==> config.mk <==
export PLATFORM = sky130hd
export DESIGN_NAME = i2s_frame_scheduler
export DESIGN_NICKNAME = d
export VERILOG_FILES = /design/src/rtl/i2s_frame_scheduler.sv
export SDC_FILE = /design/constraint.sdc
export NUM_CORES = 1
export LEC_CHECK = 0
export ABC_AREA = 1
export CAP_MARGIN = 20
export CORE_ASPECT_RATIO = 1.4
export CORE_MARGIN = 8
export CORE_UTILIZATION = 35
export DETAILED_ROUTE_END_ITERATION = 6
export MAX_ROUTING_LAYER = met4
export PLACE_DENSITY = 0.65
export RECOVER_POWER = 100
export SLEW_MARGIN = 20
export SYNTH_ARGS = -nofsm -noshare
export SYNTH_HDL_FRONTEND = slang
export SYNTH_SLANG_ARGS = --single-unit
==> constraint.sdc <==
create_clock -name mclk -period 2.2 [get_ports mclk]
set_input_delay 0.22 -clock mclk [delete_from_list [all_inputs] [get_ports mclk]]
set_output_delay 0.22 -clock mclk [all_outputs]
set_load 0.005 [all_outputs]
==> src/rtl/i2s_frame_scheduler.sv <==
// Frame-level gate for the I2S pixel serializer: picks which camera frames go out,
// counts accepted pixels to close each frame, and aborts frames cut short by v_sync.
module i2s_frame_scheduler #(
  parameter int FRAME_PIXELS = 307200,
  parameter int PIX_CNT_W    = 19,
  parameter int DECIM_W      = 4
) (
  input  logic               mclk,
  input  logic               reset,
  input  logic               enable,
  input  logic               v_sync,
  input  logic               cts,
  input  logic               datavalid,
  input  logic               pix_strobe,
  input  logic [DECIM_W-1:0] decim,
  output logic               send_frame,
  output logic               frame_start,
  output logic               frame_done,
  output logic               frame_abort,
  output logic               busy,
  output logic [15:0]        sent_count,
  output logic [15:0]        dropped_count
);

  typedef enum logic [1:0] {IDLE, WAIT_VS, SEND} state_t;

  localparam logic [PIX_CNT_W-1:0] LAST_PIX = PIX_CNT_W'(FRAME_PIXELS - 1);

  state_t               state;
  logic                 vs_s1, vs_s2, vs_prev;
  logic                 cts_s1, cts_s2;
  logic [PIX_CNT_W-1:0] pix_cnt;
  logic [DECIM_W-1:0]   decim_cnt;
  logic                 vs_fall, pix_hit, last_hit;

  // v_sync side resets high so the release of reset never looks like a frame edge
  always_ff @(posedge mclk or posedge reset) begin
    if (reset) begin
      vs_s1   <= 1'b1;
      vs_s2   <= 1'b1;
      vs_prev <= 1'b1;
      cts_s1  <= 1'b0;
      cts_s2  <= 1'b0;
    end else begin
      vs_s1   <= v_sync;
      vs_s2   <= vs_s1;
      vs_prev <= vs_s2;
      cts_s1  <= cts;
      cts_s2  <= cts_s1;
    end
  end

  assign vs_fall  = vs_prev & ~vs_s2;
  assign pix_hit  = pix_strobe & datavalid;
  assign last_hit = pix_hit && (pix_cnt == LAST_PIX);

  always_ff @(posedge mclk or posedge reset) begin
    if (reset) begin
      state         <= IDLE;
      send_frame    <= 1'b0;
      busy          <= 1'b0;
      frame_start   <= 1'b0;
      frame_done    <= 1'b0;
      frame_abort   <= 1'b0;
      sent_count    <= '0;
      dropped_count <= '0;
      pix_cnt       <= '0;
      decim_cnt     <= '0;
    end else begin
      frame_start <= 1'b0;
      frame_done  <= 1'b0;
      frame_abort <= 1'b0;
      case (state)
        IDLE: begin
          send_frame <= 1'b0;
          busy       <= 1'b0;
          if (enable) state <= WAIT_VS;
        end
        WAIT_VS: begin
          if (!enable) begin
            state <= IDLE;
          end else if (vs_fall) begin
            if (!cts_s2) begin
              if (dropped_count != 16'hFFFF) dropped_count <= dropped_count + 16'd1;
            end else if (decim_cnt != '0) begin
              decim_cnt <= decim_cnt - 1'b1;
            end else begin
              decim_cnt   <= decim;
              pix_cnt     <= '0;
              frame_start <= 1'b1;
              send_frame  <= 1'b1;
              busy        <= 1'b1;
              state       <= SEND;
            end
          end
        end
        SEND: begin
          // completion beats a coincident v_sync edge; that edge is simply consumed
          if (last_hit) begin
            pix_cnt    <= pix_cnt + 1'b1;
            frame_done <= 1'b1;
            send_frame <= 1'b0;
            busy       <= 1'b0;
            if (sent_count != 16'hFFFF) sent_count <= sent_count + 16'd1;
            state      <= enable ? WAIT_VS : IDLE;
          end else begin
            if (pix_hit) pix_cnt <= pix_cnt + 1'b1;
            if (vs_fall) begin
              frame_abort <= 1'b1;
              send_frame  <= 1'b0;
              busy        <= 1'b0;
              if (dropped_count != 16'hFFFF) dropped_count <= dropped_count + 16'd1;
              state       <= WAIT_VS;
            end
          end
        end
        default: begin
          send_frame <= 1'b0;
          busy       <= 1'b0;
          state      <= IDLE;
        end
      endcase
    end
  end

endmodule

After elaboration in Yosys (flattened, before gate mapping)

Index checks and enable logic that the tools add are counted.

Add/subtract/negate cells: 4
Equality and inequality tests: 18
Muxes and demuxes: 41
Bitwise logic cells: 3
Reduce and logical (&&, ||, !) cells: 10

Operators by type and width:

| cell                                                               | count |
|---|---|
| 19-bit 2-to-1 mux                                                  | 6 |
| 16-bit 2-to-1 mux                                                  | 6 |
| 19-bit case mux with 2 select lines                                | 1 |
| 16-bit by 1-bit adder with 16-bit output, second input constant    | 2 |
| 16-bit inequality test, second input constant                      | 2 |
| 16-bit case mux with 2 select lines                                | 1 |
| 19-bit by 1-bit adder with 19-bit output, second input constant    | 1 |
| 19-bit == test, second input constant                              | 1 |
| 1-bit 2-to-1 mux                                                   | 17 |
| 2-bit inequality test, second input constant                       | 8 |
| 3-bit inequality test, second input constant                       | 5 |
| 2-bit 2-to-1 mux                                                   | 7 |
| 6-bit AND reduction                                                | 2 |
| 5-bit AND reduction                                                | 2 |
| 2-bit case mux with 3 select lines                                 | 1 |
| 4-bit 2-to-1 mux                                                   | 1 |
| 4-bit AND reduction                                                | 1 |
| 4-bit nonzero test                                                 | 1 |
| 4-bit by 1-bit subtractor with 4-bit output, second input constant | 1 |
| 3-bit AND reduction                                                | 1 |
| 1-bit bitwise AND                                                  | 2 |
| 2-bit by 1-bit == test with 1-bit output, second input constant    | 1 |
| 2-bit == test, second input constant                               | 1 |
| 2-bit logical NOT                                                  | 1 |
| other kinds (4)                                                    | 4 |

Register bits after elaboration: 66
Bits of input ports: 11
Output and inout bits: 37
Word-level logic and storage cells: 90

Longest topological paths before layout

Depth after elaboration: 6
Mapped depth: 11
Depth with buffers taken out: 10

Worst setup path after synthesis

No wires, ideal clock.

Path type: reg-to-reg
Start point: register pix_cnt[0]
End point: register sent_count[10]
Library setup time: 0.117 ns
Arrival time: 1.562 ns
Data required time: 2.083 ns
Slack: 0.521 ns
Stages on the path, launching flop included: 10
Buffers on the path: 1
Period minus slack after synthesis: 1.679 ns
Path through: dfrtp_1 -> ha_1 -> nand3_4 -> nor2_8 -> nand3_1 -> nor2_1 -> nand3_2 -> buf_6 -> nand2_1 -> nand2_1

Longest elaborated chain between the ends: 3

Ends and longest elaborated chain:

| what                                 | line | RTL |
|---|---|---|
| start: declaration                   | 32   | `logic [PIX_CNT_W-1:0] pix_cnt;` |
| start signal: assignment             | 100  | `pix_cnt <= pix_cnt + 1'b1;` |
| start signal: assignment             | 107  | `if (pix_hit) pix_cnt <= pix_cnt + 1'b1;` |
| 19-bit == test                       | 55   | `assign last_hit = pix_hit && (pix_cnt == LAST_PIX);` |
| 1-bit logical AND                    | 55   |  |
| 3-bit AND reduction (no source line) | -    |  |
| end signal: assignment               | 104  | `if (sent_count != 16'hFFFF) sent_count <= sent_count + 16'd1;` |
| end: declaration                     | 21   | `output logic [15:0] sent_count,` |

No other way between the ends.
A chain may end at the register's enable or synchronous reset.

Worst setup path in the final report

Start point: register dropped_count[0]
End point: register dropped_count[11]

Longest elaborated chain between the ends: 6
Elaborated cells between the ends (all ways): 9
Classes of those cells: add/sub (1); eq/ne (1); mux (7)

Ends and longest elaborated chain:

| what                                                                               | line    | RTL |
|---|---|---|
| start: declaration                                                                 | 22      | `output logic [15:0] dropped_count` |
| start signal: assignment                                                           | 84      | `if (dropped_count != 16'hFFFF) dropped_count <= dropped_count + 16'd1;` |
| start signal: assignment                                                           | 112     | `if (dropped_count != 16'hFFFF) dropped_count <= dropped_count + 16'd1;` |
| 16-bit by 1-bit adder with 16-bit output or 16-bit inequality test (tied branches) | 84, 112 |  |
| 16-bit 2-to-1 mux (*)                                                              | 84, 112 |  |
| 16-bit 2-to-1 mux                                                                  | 83      | `if (!cts_s2) begin` |
| 16-bit 2-to-1 mux                                                                  | 82      | `end else if (vs_fall) begin` |
| 16-bit 2-to-1 mux                                                                  | 80      | `if (!enable) begin` |
| 16-bit case mux with 2 select lines (*)                                            | 73      | `case (state)` |

Every way passes the cells marked *; elsewhere a longest branch is shown, timed or not. The select of a mux whose other input is x is not followed.

==> out/metrics.json <==
{
  "synth_warnings": 0,
  "final_min_period_over_clock_period_pct": 87.3,
  "grt_pass1_vias": 3787,
  "antenna_found_initial": 0,
  "worst_slack_ns": 0.279,
  "fin_cells": 756,
  "detail_route.drc_violations": 0,
  "clock.fmax_mhz": 521,
  "critical_path_class": "reg -> reg",
  "fin_setup_tns_ns": 0,
  "ctsRootBufferMaster": "sky130_fd_sc_hd__clkbuf_16",
  "placed_cells": 740,
  "critical_path.max_fanout": 17,
  "timing_max_transition_violations_final": 0,
  "pin_count_of_the_biggest_net_entering_global_routing": 37,
  "dieArea_mm2": 0.0151,
  "tritoncts": "done",
  "critical_path.cell_chain": "ha_1, nand3_1, nor2_1, nand4_1, nand2_1, inv_2, nand2_4, nand2_1, nand2_1",
  "post_drt_via_cell_ratio": 5.01,
  "postCtsHoldBufs": 0,
  "hold_viol_final": 0,
  "drt-pass1-iter-count": 6,
  "clock_insertion_delay_worst_skew_ns": 0.33,
  "design.final.nets": 622,
  "placement_stage_worst_setup_slack_ns": 0.215,
  "ys_seq_elements": 66,
  "leakagePower_nw": 2.36,
  "util_after_layout_pct": 43.2,
  "global_route_wire_length_before_repair_mm": 17.3,
  "initial_core_util_pct": 35.4,
  "layout.cells.most_common_list": "193 x sky130_fd_sc_hd__nand2_1, 65 x sky130_fd_sc_hd__nor2_1, 64 x sky130_fd_sc_hd__nand3_1, 63 x sky130_fd_sc_hd__dfrtp_1, 45 x sky130_fd_sc_hd__inv_1",
  "syn_area_mm2": 0.00397,
  "chipHeight_um": 142,
  "setup_viol_count_final": 0,
  "layout.cell_area.non_filler_mm2": 0.00485,
  "min-delay-path-class": "reg -> reg",
  "worst-endpoint-arrival_ns": 2.20,
  "post_synth_num_cell_types": 33,
  "max_slew.worst_pin.slew_ns": 1.08,
  "num_io_pins": 48,
  "finalHoldWorstSlack_ns": 0.346,
  "layout_skew_ns": 0.00455,
  "cpMaxStageDelayCell": "sky130_fd_sc_hd__dfrtp_1",
  "clock_sink_count": 66,
  "most_common_cell_after_layout_fill_and_taps_aside": "sky130_fd_sc_hd__nand2_1",
  "cts_buffers": 9,
  "gp_routability_congestion": 0.965,
  "unrepaired_setup_endpoints_after_global_routing": "false",
  "worst_setup_hold_path_clk_slew_ns": 0.05,
  "syn-num-nets": 570,
  "path_buf_inv": 1,
  "count_of_max_cap_constraint_violations": 0,
  "fp-row-count": 46,
  "n_antenna_cell": 0,
  "via_count": 3784,
  "ant_nets": 0,
  "min_period_ns": 1.92,
  "cts.repair.resized": 0,
  "netlist_instances": 555,
  "path_common_cell": "sky130_fd_sc_hd__nand2_1",
  "drive_gt1_share_pct": 5.72,
  "power_density_over_cell_area_mw_per_mm2": 736,
  "startpoint_type": "flop",
  "areaGrowthSynthToFinish_pct": 22.0,
  "drt-total-wl_mm": 10.1,
  "max_ir_drop_vdd_v": 0.000678,
  "critical-path-top-delay-family": "simple AND/OR/NAND/NOR gates",
  "maximum_level_of_the_cts_h_tree": 3,
  "slowest_delay_ns": 0.39,
  "report.power.total_mw": 3.57,
  "slew-limit-headroom_pct": 27.7,
  "track_usage_pct": 14.2,
  "post_synthesis_area_per_instance_um2": 7.16,
  "status": "complete, no violations",
  "route.detailed.wl_per_inst_um": 13.3,
  "dp.final_hpwl_mm": 7.35,
  "required_ns": 2.47,
  "kind_of_end_point_of_the_critical_path": "flop",
  "dieWidth_um": 106,
  "port-buffer-count": 47,
  "cts_setup_buffers": 0,
  "core_footprint_mm2": 0.0112,
  "clock_tree.buffer_depth": 2,
  "number_of_design_rule_violations_left_by_the_first_detailed_router_iteration": 195,
  "sequential_to_total_area_share_from_yosys_stat_pct": 41.7,
  "placed_cell_area_mm2": 0.00461,
  "globalRoute.totalOverflow": 0
}
-- cell usage after synthesis --
library cell,n,area [um2]
sky130_fd_sc_hd__xor2_1,11,96.3
sky130_fd_sc_hd__o22ai_1,1,6.26
sky130_fd_sc_hd__dfrtp_1,63,1580
sky130_fd_sc_hd__nor2_2,1,6.26
sky130_fd_sc_hd__o21ai_0,28,140
sky130_fd_sc_hd__buf_2,5,25.0
sky130_fd_sc_hd__nor3_2,1,10.0
sky130_fd_sc_hd__inv_2,1,3.75
sky130_fd_sc_hd__nand3_4,1,17.5
sky130_fd_sc_hd__inv_1,45,169
sky130_fd_sc_hd__o21ai_1,1,5.00
sky130_fd_sc_hd__xnor2_1,12,105
sky130_fd_sc_hd__buf_1,2,7.51
sky130_fd_sc_hd__dfstp_2,3,78.8
sky130_fd_sc_hd__nand2_4,2,22.5
sky130_fd_sc_hd__nor2_1,64,240
sky130_fd_sc_hd__ha_1,4,50.1
sky130_fd_sc_hd__o211ai_1,2,15.0
sky130_fd_sc_hd__nand3_1,64,320
sky130_fd_sc_hd__a21oi_1,7,35.0
sky130_fd_sc_hd__nand4_1,19,119
sky130_fd_sc_hd__or2_2,4,25.0
sky130_fd_sc_hd__and2_1,1,6.26
sky130_fd_sc_hd__nor2_4,1,11.3
sky130_fd_sc_hd__nand2_2,2,12.5
sky130_fd_sc_hd__nand2_1,192,721
sky130_fd_sc_hd__o21bai_1,5,37.5
sky130_fd_sc_hd__buf_6,3,33.8
sky130_fd_sc_hd__nor2_8,1,20.0
sky130_fd_sc_hd__buf_4,2,15.0
sky130_fd_sc_hd__clkbuf_1,2,7.51
sky130_fd_sc_hd__nor3_1,3,15.0
sky130_fd_sc_hd__nand3_2,2,20.0
-- worst reg2reg max path: cells and delay by family (launching register included) --
family / cells / cell delay, ns
simple gates: 7 / 1.12
flops: 1 / 0.39
fa+ha+maj: 1 / 0.21
buf+inv: 1 / 0.14
-- sequential cells by signal (all words and copies together), names as in the netlist --
signal and count:
state 2, busy 1, frame_start 1, cts_s1 1, frame_abort 1, dropped_count 16
cts_s2 1, vs_s1 1, vs_prev 1, sent_count 16, pix_cnt 19, frame_done 1
decim_cnt 4, vs_s2 1
-- power breakdown --
group / internal, mW / total (mW) / switching, mW
Clock: 0.753 / 1.28 / 0.532
Sequential: 1.35 / 1.47 / 0.128
Combinational: 0.280 / 0.806 / 0.527
-- layout make-up --
class,count,area [um2]
clock inverter,6,33.8
tap,144,180
clock buffer,10,229
multi-input combinational,429,2050
inverter,46,173
fill,1145,6380
sequential,66,1660
timing repair buffer,55,529
-- final timing paths --
kind / from / endpoint / slack, ns / cells after the start
min reg2reg: cts_s1 / cts_s2 / 0.35 / 0
max in group asynchronous: reset / dropped_count[5] / 0.55 / 3
max reg2reg: dropped_count[0] / dropped_count[11] / 0.28 / 9
min: cts_s1 / cts_s2 / 0.35 / 0
min in group asynchronous: reset / dropped_count[9] / 0.61 / 2
max: dropped_count[0] / dropped_count[11] / 0.28 / 9
-- per-layer routing --
metal  vias up  wire [um]  GRT usage (%)
met5         -          0              -
met4         0        313           7.06
met3        24        542           3.67
met2       102       5070           23.8
met1      1759       4130           15.3
li1       1899          -              -
-- logic make-up after synthesis --
logic type / Yosys count / synth area share, %
simple gates: 358 / 39.4
flops: 66 / 41.7
buf+inv: 60 / 6.58
compound gates: 44 / 6.01
xor+xnor: 23 / 5.07
fa+ha+maj: 4 / 1.26
(Power assumes the default switching activity.)
